[config.mk]
export PLATFORM = sky130hd
export DESIGN_NAME = gate_identifier
export DESIGN_NICKNAME = d
export VERILOG_FILES = /design/src/rtl/gate_id_pkg.sv /design/src/rtl/gate_classifier.sv /design/src/rtl/gate_identifier.sv
export SDC_FILE = /design/constraint.sdc
export NUM_CORES = 1
export LEC_CHECK = 0
export ABC_CLOCK_PERIOD_IN_PS = 4200
export BUFFER_PORTS_ARGS = -buffer_cell sky130_fd_sc_hd__buf_4
export CAP_MARGIN = 20
export CORE_AREA = 5 5 53 55
export CTS_BUF_LIST = sky130_fd_sc_hd__clkbuf_4
export DETAILED_ROUTE_END_ITERATION = 16
export DIE_AREA = 0 0 58 60
export PLACE_DENSITY_LB_ADDON = 0.2
export SETUP_SLACK_MARGIN = 0.5
export SLEW_MARGIN = 20
export SYNTH_ARGS = -nofsm -noshare
export SYNTH_HDL_FRONTEND = slang
export SYNTH_SLANG_ARGS = --single-unit
[constraint.sdc]
create_clock -name clk -period 4.2 [get_ports clk]
set_clock_uncertainty 0.05 [all_clocks]
set_input_delay 0.84 -clock clk [delete_from_list [all_inputs] [get_ports clk]]
set_output_delay 0.84 -clock clk [all_outputs]
set_load 0.01 [all_outputs]
[src/rtl/gate_id_pkg.sv]
// -----------------------------------------------------------------------------
// gate_id_pkg
// Shared definitions for the gate self-test identifier:
//   - gate codes GATE_UNKNOWN..GATE_XNOR reported on gate_code
//   - canonical truth tables TT_NOT_A..TT_XNOR (bit i = output for {a,b} = i)
//   - FSM state encoding used by gate_identifier
// Optional feature macro: GATE_ID_DOUBLE_CHECK_EN adds the CHECK state.
// -----------------------------------------------------------------------------
package gate_id_pkg;

    localparam logic [2:0] GATE_UNKNOWN = 3'd0;
    localparam logic [2:0] GATE_NOT_A   = 3'd1;
    localparam logic [2:0] GATE_AND     = 3'd2;
    localparam logic [2:0] GATE_OR      = 3'd3;
    localparam logic [2:0] GATE_NAND    = 3'd4;
    localparam logic [2:0] GATE_NOR     = 3'd5;
    localparam logic [2:0] GATE_XOR     = 3'd6;
    localparam logic [2:0] GATE_XNOR    = 3'd7;

    localparam logic [3:0] TT_NOT_A = 4'b0011;
    localparam logic [3:0] TT_AND   = 4'b1000;
    localparam logic [3:0] TT_OR    = 4'b1110;
    localparam logic [3:0] TT_NAND  = 4'b0111;
    localparam logic [3:0] TT_NOR   = 4'b0001;
    localparam logic [3:0] TT_XOR   = 4'b0110;
    localparam logic [3:0] TT_XNOR  = 4'b1001;

    typedef enum logic [1:0] {
        ST_IDLE  = 2'd0,
        ST_DRIVE = 2'd1
`ifdef GATE_ID_DOUBLE_CHECK_EN
        ,
        ST_CHECK = 2'd2
`endif
    } gate_id_state_t;

endpackage

[src/rtl/gate_classifier.sv]
// -----------------------------------------------------------------------------
// gate_classifier
// Purely combinational map from an observed 4-bit truth table to a gate code.
// Ports:
//   truth_table [3:0] in  : bit i = gate output for input vector {a,b} = i
//   gate_code   [2:0] out : GATE_* code, GATE_UNKNOWN for unrecognised tables
// -----------------------------------------------------------------------------
module gate_classifier (
    input  logic [3:0] truth_table,
    output logic [2:0] gate_code
);
    import gate_id_pkg::*;

    always_comb begin
        gate_code = GATE_UNKNOWN;
        case (truth_table)
            TT_NOT_A: gate_code = GATE_NOT_A;
            TT_AND:   gate_code = GATE_AND;
            TT_OR:    gate_code = GATE_OR;
            TT_NAND:  gate_code = GATE_NAND;
            TT_NOR:   gate_code = GATE_NOR;
            TT_XOR:   gate_code = GATE_XOR;
            TT_XNOR:  gate_code = GATE_XNOR;
            default:  gate_code = GATE_UNKNOWN;
        endcase
    end

endmodule

[src/rtl/gate_identifier.sv]
// -----------------------------------------------------------------------------
// gate_identifier
// Drives all four input vectors (00,01,10,11) onto a 2-input gate under test,
// samples its output after each vector has settled, and classifies the
// resulting truth table.
// Parameters:
//   SETTLE_CYCLES : extra hold cycles per vector before sampling (0..15)
// Ports:
//   clk, rst          : clock, synchronous active-high reset
//   start             : begin a run (accepted in IDLE only)
//   a_out, b_out      : stimulus to the gate's a / b inputs
//   y_in              : gate output under observation
//   busy              : run in progress
//   done              : one-cycle pulse when results update
//   truth_table [3:0] : bit i = sampled y_in for vector {a,b} = i
//   gate_code   [2:0] : classification (GATE_* codes)
//   unstable          : pass 1 and pass 2 disagreed
// Macro GATE_ID_DOUBLE_CHECK_EN: repeat the sweep in a CHECK pass and flag any
// disagreement; without it, one pass and unstable is tied low.
// -----------------------------------------------------------------------------
module gate_identifier #(
    parameter int SETTLE_CYCLES = 2
) (
    input  logic       clk,
    input  logic       rst,
    input  logic       start,
    output logic       a_out,
    output logic       b_out,
    input  logic       y_in,
    output logic       busy,
    output logic       done,
    output logic [3:0] truth_table,
    output logic [2:0] gate_code,
    output logic       unstable
);
    import gate_id_pkg::*;

    localparam int CNT_W = (SETTLE_CYCLES > 0) ? $clog2(SETTLE_CYCLES + 1) : 1;
    localparam logic [CNT_W-1:0] SETTLE_LAST = CNT_W'(SETTLE_CYCLES);

    gate_id_state_t   state;
    logic [1:0]       vec_idx;
    logic [1:0]       vec_next;
    logic [CNT_W-1:0] settle_cnt;
    logic [3:0]       tt_work;
    logic [3:0]       tt_captured;
    logic [3:0]       classify_in;
    logic [2:0]       classified;
    logic             vec_last_cycle;

    // tt_captured is the table including the sample taken on this edge, so
    // the final vector's sample can be registered and classified at once.
    always_comb begin
        tt_captured          = tt_work;
        tt_captured[vec_idx] = y_in;
        vec_last_cycle       = (settle_cnt == SETTLE_LAST);
        vec_next             = vec_idx + 2'd1;
    end

`ifdef GATE_ID_DOUBLE_CHECK_EN
    logic [3:0] tt_pass1;
    logic       unstable_q;
    assign classify_in = tt_pass1;
    assign unstable    = unstable_q;
`else
    assign classify_in = tt_captured;
    assign unstable    = 1'b0;
`endif

    gate_classifier u_classifier (
        .truth_table (classify_in),
        .gate_code   (classified)
    );

    // Main sequencer: holds each vector for SETTLE_CYCLES+1 cycles, samples
    // on the last edge, and registers all results together when the sweep
    // finishes. done defaults low so it only lives for one cycle.
    always_ff @(posedge clk) begin
        if (rst) begin
            state       <= ST_IDLE;
            vec_idx     <= 2'd0;
            settle_cnt  <= '0;
            tt_work     <= 4'd0;
            a_out       <= 1'b0;
            b_out       <= 1'b0;
            busy        <= 1'b0;
            done        <= 1'b0;
            truth_table <= 4'd0;
            gate_code   <= GATE_UNKNOWN;
`ifdef GATE_ID_DOUBLE_CHECK_EN
            tt_pass1    <= 4'd0;
            unstable_q  <= 1'b0;
`endif
        end else begin
            done <= 1'b0;
            case (state)
                ST_IDLE: begin
                    if (start) begin
                        state      <= ST_DRIVE;
                        busy       <= 1'b1;
                        vec_idx    <= 2'd0;
                        settle_cnt <= '0;
                        a_out      <= 1'b0;
                        b_out      <= 1'b0;
                    end
                end

                ST_DRIVE: begin
                    if (!vec_last_cycle) begin
                        settle_cnt <= settle_cnt + 1'b1;
                    end else begin
                        tt_work    <= tt_captured;
                        settle_cnt <= '0;
                        if (vec_idx == 2'd3) begin
                            vec_idx <= 2'd0;
                            a_out   <= 1'b0;
                            b_out   <= 1'b0;
`ifdef GATE_ID_DOUBLE_CHECK_EN
                            state    <= ST_CHECK;
                            tt_pass1 <= tt_captured;
`else
                            state       <= ST_IDLE;
                            busy        <= 1'b0;
                            done        <= 1'b1;
                            truth_table <= tt_captured;
                            gate_code   <= classified;
`endif
                        end else begin
                            vec_idx        <= vec_next;
                            {a_out, b_out} <= vec_next;
                        end
                    end
                end

`ifdef GATE_ID_DOUBLE_CHECK_EN
                // Second sweep: the stored pass-1 table is what gets reported,
                // any disagreement from pass 2 voids the classification.
                ST_CHECK: begin
                    if (!vec_last_cycle) begin
                        settle_cnt <= settle_cnt + 1'b1;
                    end else begin
                        tt_work    <= tt_captured;
                        settle_cnt <= '0;
                        if (vec_idx == 2'd3) begin
                            state       <= ST_IDLE;
                            vec_idx     <= 2'd0;
                            a_out       <= 1'b0;
                            b_out       <= 1'b0;
                            busy        <= 1'b0;
                            done        <= 1'b1;
                            truth_table <= tt_pass1;
                            if (tt_captured != tt_pass1) begin
                                unstable_q <= 1'b1;
                                gate_code  <= GATE_UNKNOWN;
                            end else begin
                                unstable_q <= 1'b0;
                                gate_code  <= classified;
                            end
                        end else begin
                            vec_idx        <= vec_next;
                            {a_out, b_out} <= vec_next;
                        end
                    end
                end
`endif

                default: begin
                    state <= ST_IDLE;
                    busy  <= 1'b0;
                end
            endcase
        end
    end

endmodule

Word level (Yosys, flattened, before mapping)
Cells that the tools add are included.
{"block": "totals", "reg_bits": 21}
{"block": "op_classes", "addsub": 2, "n_lt_le_gt_ge": 2, "eq_ne": 13, "n_mux": 26, "n_bitwise": 2, "reduce_logical": 9}
{"operator": "$pmux 3 s7", "count": 1}
{"operator": "$mux 2", "count": 7}
{"operator": "$eq 4x4->1 const B", "count": 3}
{"operator": "$pmux 2 s2", "count": 3}
{"operator": "$mux 1", "count": 10}
{"operator": "$reduce_and 3->1", "count": 3}
{"operator": "$eq 4x3->1 const B", "count": 2}
{"operator": "$ne 2x2->1 const B", "count": 3}
{"operator": "$pmux 1 s2", "count": 3}
{"operator": "$add 2x1->2 const B", "count": 2}
{"operator": "$bwmux 4", "count": 1}
{"operator": "$eq 2x2->1 const B", "count": 2}
{"operator": "$eq 4x1->1 const B", "count": 1}
{"operator": "$eq 4x2->1 const B", "count": 1}
{"operator": "$reduce_and 2->1", "count": 2}
{"operator": "$lt 2x3->1 const B", "count": 1}
{"operator": "$reduce_or 3->1", "count": 1}
{"operator": "$demux 1 s2", "count": 1}
{"operator": "$eq 2x1->1 const B", "count": 1}
{"operator": "$ge 2x1->1 const B", "count": 1}
{"operator": "$logic_not 2->1", "count": 1}
{"operator": "$not 1->1", "count": 2}
{"operator": "$reduce_bool 2->1", "count": 1}
{"operator": "$logic_and 1x1->1", "count": 1}

Logic depth before layout (Yosys ltp)
Gate-level depths: netlist of the first run.
{"block": "logic_depth", "ltp_word": 7, "depth_mapped": 6, "ltp_nobuf": 5}

Cells and area by module
Synthesis of the first run repeated with hierarchy kept, for this count alone.
{"block": "hier_totals", "cells_unflattened": 88, "hier_area_um2": 808.3}
{"mod": "gate_identifier", "n_inst": 1, "cells_each": 80, "area_each_um2": 754.5, "seq_area_each_um2": 340.3}
{"mod": "gate_classifier", "n_inst": 1, "cells_each": 8, "area_each_um2": 53.8, "seq_area_each_um2": 0.0}

Worst setup path before layout of the first run
Ideal clock, no wire load.
{"block": "synth_path", "path_type": "input-to-reg", "start": "input y_in", "end": "register gate_code[2]", "arrival_ns": 1.484, "required_ns": 4.076, "slack_ns": 2.592, "path_stages": 3, "path_buffers": 1, "cell_sequence": "buf_2 or3_1 a31oi_1"}
{"block": "synth_between", "elab_chain_len": 3}
{"element": "start: declaration", "line": "gate_identifier.sv:29", "text": "input logic y_in,"}
{"element": "$bwmux 4 *", "line": "gate_identifier.sv:55", "text": "tt_captured[vec_idx] = y_in;"}
{"element": "$eq 4x4->1 (tied with other cells)", "line": "gate_classifier.sv:16", "text": "case (truth_table)"}
{"element": "$pmux 3 s7 *", "line": "gate_classifier.sv:16"}
{"element": "end signal: assignment", "line": "gate_identifier.sv:126", "text": "gate_code <= classified;"}
{"element": "end: declaration", "line": "gate_identifier.sv:33", "text": "output logic [2:0] gate_code,"}
Mark *: on every way between the ends. The rest lies on a longest branch, timed or not.
A chain may end at the register's enable or synchronous reset.

Worst setup path in the final report of the first run
{"block": "layout_path", "start": "register busy", "end": "output busy"}
{"element": "start: declaration", "line": "gate_identifier.sv:30", "text": "output logic busy,"}
{"element": "start signal: assignment", "line": "gate_identifier.sv:86", "text": "busy <= 1'b0;"}
{"element": "start signal: assignment", "line": "gate_identifier.sv:100", "text": "busy <= 1'b1;"}
{"element": "start signal: assignment", "line": "gate_identifier.sv:123", "text": "busy <= 1'b0;"}
No word-level cell between the ends.

==> metrics.md, run 1 <==
| Metric | Value |
|---|---|
| Average cell area after synthesis | `8.91 µm²` |
| Combinational group share of total power | `0.062` |
| Clock Root Buffer | `clkbuf_4` |
| Period minus WS final | `1880 ps` |
| Power density over the cells | `264 nW/µm²` |
| Die outline height | `60 µm` |
| Total die area | `roughly 3500 µm²` |
| Fill cell total of the finished layout | `258` |
| Resize count post-CTS | `0` |
| Remaining antenna violation count after routing | `0` |
| Largest stage delay on the critical path | `between 500 and 600 ps` |
| Count of buffers from port buffering | `14` |
| Required time of the worst setup path | `3310 ps` |
| Final Hold Fails | `0` |
| Area of the mapped netlist | `856 µm²` |
| Via-per-instance ratio | `5.12` |
| Endpoint arrival time on the critical path | `990 ps` |
| Via total after detailed routing | `696` |
| Internal cell power | `around 190 µW` |
| Total Routing Usage GR | `0.116` |
| Width of the die | `slightly below 60 µm` |
| Starting utilization of the core area | `0.365` |
| Count of buffering cells on the critical path with inverters included | `1` |
| Fraction of layout cells with a size suffix above 1 | `0.217` |
| Net count after synthesis | `104` |
| Detailed placement HPWL | `about 1.3 mm` |
| Startpoint-to-endpoint class of the critical path | `reg -> out` |
| Number of synthesized register bits | `16` |
| Final setup slack of the worst path | `2320 ps` |
| Cells along the critical path | `buf_4` |
| Count of maximum capacitance violations | `0` |
| Pin count of the biggest net entering global routing | `15` |
| Buffer depth of the longest clock path | `2` |
| Unique masters post-synth | `37` |
| Vias in the first global route | `672` |
| Number of sinks on the clock net | `16` |
| YS warnings | `0` |
| Post-Synthesis Cells | `96` |
| Area grow syn2layout | `12.1%` |
| Most common cell after layout, fill and taps aside | `dfxtp_1` |
| Leading cell types in the layout, fill and taps excluded | `dfxtp_1 (16), buf_4 (14), nor2_1 (9)` |
| Clock buffer count from CTS | `3` |
| GRT overflow | `0` |
| Number of DRC markers in iteration 0 | `10` |
| Category of the worst setup path capture point | `output port` |
| Final slew viol count | `0` |
| I/O pin cnt | `16` |
| # Post-CTS Setup Buffers | `0` |
| Routed length per placed instance | `13.0 µm` |
| Share of async-settable or async-resettable flops after synthesis | `0` |
| Setup repair after global routing missed its margin | `no` |
| Net switching power figure | `~60 µW` |
| Achievable Freq | `between 500 and 600 MHz` |
| Number of iterations in the first detailed-routing pass | `4` |
| Global-route wire length before repair | `3.03 mm` |
| Fraction of the cycle the final worst path needs | `0.447` |
| CTS tree | `built` |
| Number of antenna repair diodes | `0` |
| Final routed DRC violation total | `0` |
| Part of the power in the clock network | `0.320` |
| Final weighted congestion of routability-driven global placement | `0.759` |
| Count of hold-fix buffers inserted at cts | `0` |
| Antenna violations before repair | `0` |
| Worst supply voltage drop on vdd | `about 0.00019 V` |
| Switching fraction of total power | `0.236` |
| Row cnt | `18` |
| Largest driver fanout on the critical path | `11` |
| Predominant post-synthesis flop cell | `dfxtp_1` |
| Leakage dissipation | `0.354 nW` |
| Number of nets in the finished design | `between 100 and 150` |
| Final setup TNS | `0 ps` |
| Fraction of the yosys area taken by sequential cells | `0.374` |
| Final Routed Wirelength | `1.77 mm` |
| Area of the core | `2340 µm²` |
| Largest delay share family, worst path | `flip-flops` |
| Slowest cell on the critical path | `dfxtp_1` |
| Sequential Power Share | `0.618` |
| Total setup violations reported at the end of the flow | `0` |
| Clock insertion delay at the later pin of the skew report | `around 280 ps` |
| Clock transition at path regs | `90 ps` |
| Type of the tightest min-delay check | `reg -> reg` |
| Worst slack at placement | `~2500 ps` |
| Critical path startpoint category | `flip-flop` |
| CTS H-tree depth | `1` |
| Run status | `finished clean` |
| Number of enable flip-flop cells after synthesis | `0` |
[flip-flops by register name (all words and copies together) (netlist names)]
register	count
vec_idx	1
done	1
settle_cnt	2
gate_code	3
busy	1
tt_work	3
b_out	1
truth_table	4
[layout make-up]
cell class | count | area (µm²) | share of cell area
multi-input combinational | 68 | 455 | 0.475
sequential | 16 | 320 | 0.334
clock buffer | 3 | 22.5 | 0.0235
inverter | 5 | 18.8 | 0.0196
timing repair buffer | 14 | 105 | 0.110
tap | 30 | 37.5 | 0.0391
[metrics by stage]
stage	util	total power, mW	instances	cell area (µm²)	hold WS (ps)
2_1_floorplan	-	0.171	96	856	431
3_5_place_dp	0.400	0.176	133	937	408
4_1_cts	0.410	0.257	136	960	421
3_3_place_gp	0.400	0.176	133	937	398
5_1_grt	0.410	0.268	136	960	451
6_report	0.410	0.254	136	960	417
[logic make-up (layout without fill, tap and decap cells)]
logic type | Yosys count | in the layout | share of synthesized area
multiplexers | 2 | 2 | 0.0234
AND/OR/NAND/NOR | 34 | 34 | 0.237
adder cells (fa/ha/maj) | 4 | 4 | 0.0585
other | 1 | 1 | 0.00438
AO/OA/AOI/OAI | 27 | 27 | 0.209
buffers and inverters | 12 | 22 | 0.0935
flip-flops | 16 | 16 | 0.374
[power groups by stage]
| stage | combinational, mW | clock (mW) | sequential, mW |
|---|---|---|---|
| 2_1_floorplan | 0.0123 | 0 | 0.159 |
| 3_3_place_gp | 0.0156 | 0 | 0.160 |
| 5_1_grt | 0.0176 | 0.0931 | 0.158 |
| 4_1_cts | 0.0159 | 0.0843 | 0.157 |
| 6_report | 0.0158 | 0.0811 | 0.157 |
| 3_5_place_dp | 0.0160 | 0 | 0.160 |
[path summary, 6_finish.rpt]
check / start / slack [ps] / depth (start not counted) / end
worst max register to register: vec_idx[1] / 2600 / 5 / gate_code[2]
worst min-delay path: truth_table[3] / 420 / 2 / truth_table[3]
worst max-delay path: busy / 2320 / 1 / busy
worst min register to register: truth_table[3] / 420 / 2 / truth_table[3]
[cells in the mapped netlist, types with 4 or more instances]
cell | number | share of area
nand3_1 | 4 | 0.023
o21ai_0 | 5 | 0.029
nand2_1 | 4 | 0.018
inv_1 | 5 | 0.022
nor2_1 | 9 | 0.039
a21oi_1 | 8 | 0.047
dfxtp_1 | 16 | 0.37
ha_1 | 4 | 0.058
[per-layer routing]
layer,global-route usage,share of wire,up-vias
met5,0,0,-
met4,0.0397,0,0
met3,0.0475,0.038,0
met2,0.195,0.50,9
met1,0.133,0.47,323
li1,-,-,364
Note: power is estimated with default switching activity, not from simulation.
==> run 2, diff against run 1 <==
--- a/config.mk
+++ b/config.mk
@@ -5,7 +5,7 @@
 export SDC_FILE = /design/constraint.sdc
 export NUM_CORES = 1
 export LEC_CHECK = 0
-export ABC_CLOCK_PERIOD_IN_PS = 4200
+export ABC_CLOCK_PERIOD_IN_PS = 1890
 export BUFFER_PORTS_ARGS = -buffer_cell sky130_fd_sc_hd__buf_4
 export CAP_MARGIN = 20
 export CORE_AREA = 5 5 53 55
==> constraint.sdc (replaced) <==
create_clock -name clk -period 1.89 [get_ports clk]
set_clock_uncertainty 0.05 [all_clocks]
set_input_delay 0.378 -clock clk [delete_from_list [all_inputs] [get_ports clk]]
set_output_delay 0.378 -clock clk [all_outputs]
set_load 0.01 [all_outputs]
==> run 2 against run 1 <==
- combinational power grew to 2.6 times the previous value
- clock power grew 150%
- sequential cell count is the same
- core utilization grew 7.2 points
- global-route usage shrank 0.18 points
- sequential share of layout area shrank 4.2 points
- register-to-register slack lost 2100 ps
- die area is the same
- critical path depth grew 4
- final area grew 17%
- critical path type is now reg -> reg
- largest power group unchanged
- highest routed layer unchanged
==> metrics.md, run 2 (same netlist as run 1, synthesis figures left out) <==
| Metric | Value |
|---|---|
| Detailed placement HPWL | `1.32 mm` |
| Period minus WS final | `1380 ps` |
| Most common cell after layout, fill and taps aside | `buf_4` |
| Pin count of the biggest net entering global routing | `15` |
| Run status | `finished clean` |
| Fill cell total of the finished layout | `249` |
| CTS tree | `built` |
| Fraction of the cycle the final worst path needs | `0.729` |
| Endpoint arrival time on the critical path | `roughly 1600 ps` |
| Final Hold Fails | `0` |
| Row cnt | `18` |
| Number of antenna repair diodes | `0` |
| Clock insertion delay at the later pin of the skew report | `~280 ps` |
| Count of maximum capacitance violations | `0` |
| Count of buffers from port buffering | `14` |
| Required time of the worst setup path | `2060 ps` |
| Internal cell power | `454 µW` |
| Total Routing Usage GR | `0.114` |
| Antenna violations before repair | `0` |
| Routed length per placed instance | `13.1 µm` |
| Die outline height | `approximately 60 µm` |
| Switching fraction of total power | `0.229` |
| Type of the tightest min-delay check | `in -> reg` |
| Clock buffer count from CTS | `3` |
| Number of nets in the finished design | `124` |
| Final Routed Wirelength | `1.90 mm` |
| Part of the power in the clock network | `0.343` |
| Final routed DRC violation total | `0` |
| Buffer depth of the longest clock path | `2` |
| Register cell area after layout | `around 330 µm²` |
| Final weighted congestion of routability-driven global placement | `0.804` |
| Leading cell types in the layout, fill and taps excluded | `buf_4 (20), dfxtp_1 (13), nor2_1 (9)` |
| Largest registers in the final layout | `truth_table x4, gate_code x3, tt_work x3` |
| Register with the highest flop count | `truth_table` |
| I/O pin cnt | `16` |
| Clock transition at path regs | `~90 ps` |
| Clock Root Buffer | `clkbuf_4` |
| Area of the core | `approximately 2300 µm²` |
| GRT overflow | `0` |
| Global-route wire length before repair | `about 3.0 mm` |
| Final slew viol count | `0` |
| Category of the worst setup path capture point | `flip-flop` |
| Worst hold slack | `318 ps` |
| Total setup violations reported at the end of the flow | `0` |
| Fraction of layout cells with a size suffix above 1 | `0.374` |
| Setup repair after global routing missed its margin | `yes` |
| Remaining antenna violation count after routing | `0` |
| CTS H-tree depth | `1` |
| Vias in the first global route | `648` |
| Number of iterations in the first detailed-routing pass | `4` |
| Width of the die | `approximately 58 µm` |
| Leakage dissipation | `0.406 nW` |
| Starting utilization of the core area | `0.365` |
| Number of sinks on the clock net | `16` |
| Count of hold-fix buffers inserted at cts | `0` |
| Number of flip-flops under the largest register name | `4` |
| Achievable Freq | `726 MHz` |
| Largest driver fanout on the critical path | `5` |
| Via total after detailed routing | `approximately 750` |
| Startpoint-to-endpoint class of the critical path | `reg -> reg` |
| Final setup TNS | `0 ps` |
| Area grow syn2layout | `31.7%` |
| Via-per-instance ratio | `slightly above 5` |
| Worst supply voltage drop on vdd | `roughly 0.00046 V` |
| Combinational group share of total power | `0.069` |
| Critical path startpoint category | `flip-flop` |
| Number of DRC markers in iteration 0 | `14` |
| Area of combinational cells with multiple inputs | `approximately 530 µm²` |
| Sequential Power Share | `0.588` |
| Net switching power figure | `135 µW` |
| Total die area | `3480 µm²` |
| Power density over the cells | `522 nW/µm²` |
[run 2: changes by cell type in the layout (fill, tap and decap cells not counted), sizes merged]
cell    change
buf         +8
clkbuf      +1
[run 2: final cells by class]
class,instances,area share
tap,30,0.0333
timing repair buffer,22,0.161
multi-input combinational,68,0.466
sequential,16,0.292
clock buffer,4,0.0266
inverter,5,0.0211
[run 2: power groups by stage]
| stage | Clock [mW] | Combinational (mW) | Sequential, mW |
|---|---|---|---|
| after floorplan | 0 | 0.0275 | 0.350 |
| after global placement | 0 | 0.0354 | 0.353 |
| after detailed placement | 0 | 0.0357 | 0.353 |
| after CTS | 0.209 | 0.0383 | 0.346 |
| after global routing | 0.229 | 0.0447 | 0.347 |
| final | 0.202 | 0.0404 | 0.346 |
[run 2: timing repair]
action                     in CTS  in global routing
pin swaps                       0                  4
setup buffers                   3                  5
resized for setup               5                  8
setup endpoints to repair       5                  7
hold endpoints to repair        0                  0
[run 2: final timing paths]
check / endpoint / cells after the start / from / slack [ps]
setup / recovery: gate_code[2] / 5 / vec_idx[1] / 510
hold / removal: truth_table[0] / 2 / rst / 320
setup reg to reg: gate_code[2] / 5 / vec_idx[1] / 510
hold reg to reg: truth_table[3] / 2 / truth_table[3] / 410
[run 2: routing by layer]
layer,vias to the layer above,GRT usage,wire length (µm)
li1,381,-,-
met1,353,0.136,878
met2,12,0.195,941
met3,0,0.0475,83
met4,0,0.0199,0
met5,-,0,0
[run 2: critical path, cell delays in order (launching register included)]
cell	delay [ps]
dfxtp_4	410
inv_4	60
ha_4	160
nand2b_4	130
or3_1	340
a31oi_1	160
[run 2: metrics by stage]
stage,cells,power (mW),util,setup slack [ps],area (µm²)
finish,145,0.589,0.481,512,1130
global route,145,0.621,0.481,426,1130
CTS,140,0.593,0.448,479,1050
detailed placement,133,0.389,0.409,436,957
global placement,133,0.388,0.409,443,957
floorplan,96,0.377,-,514,876
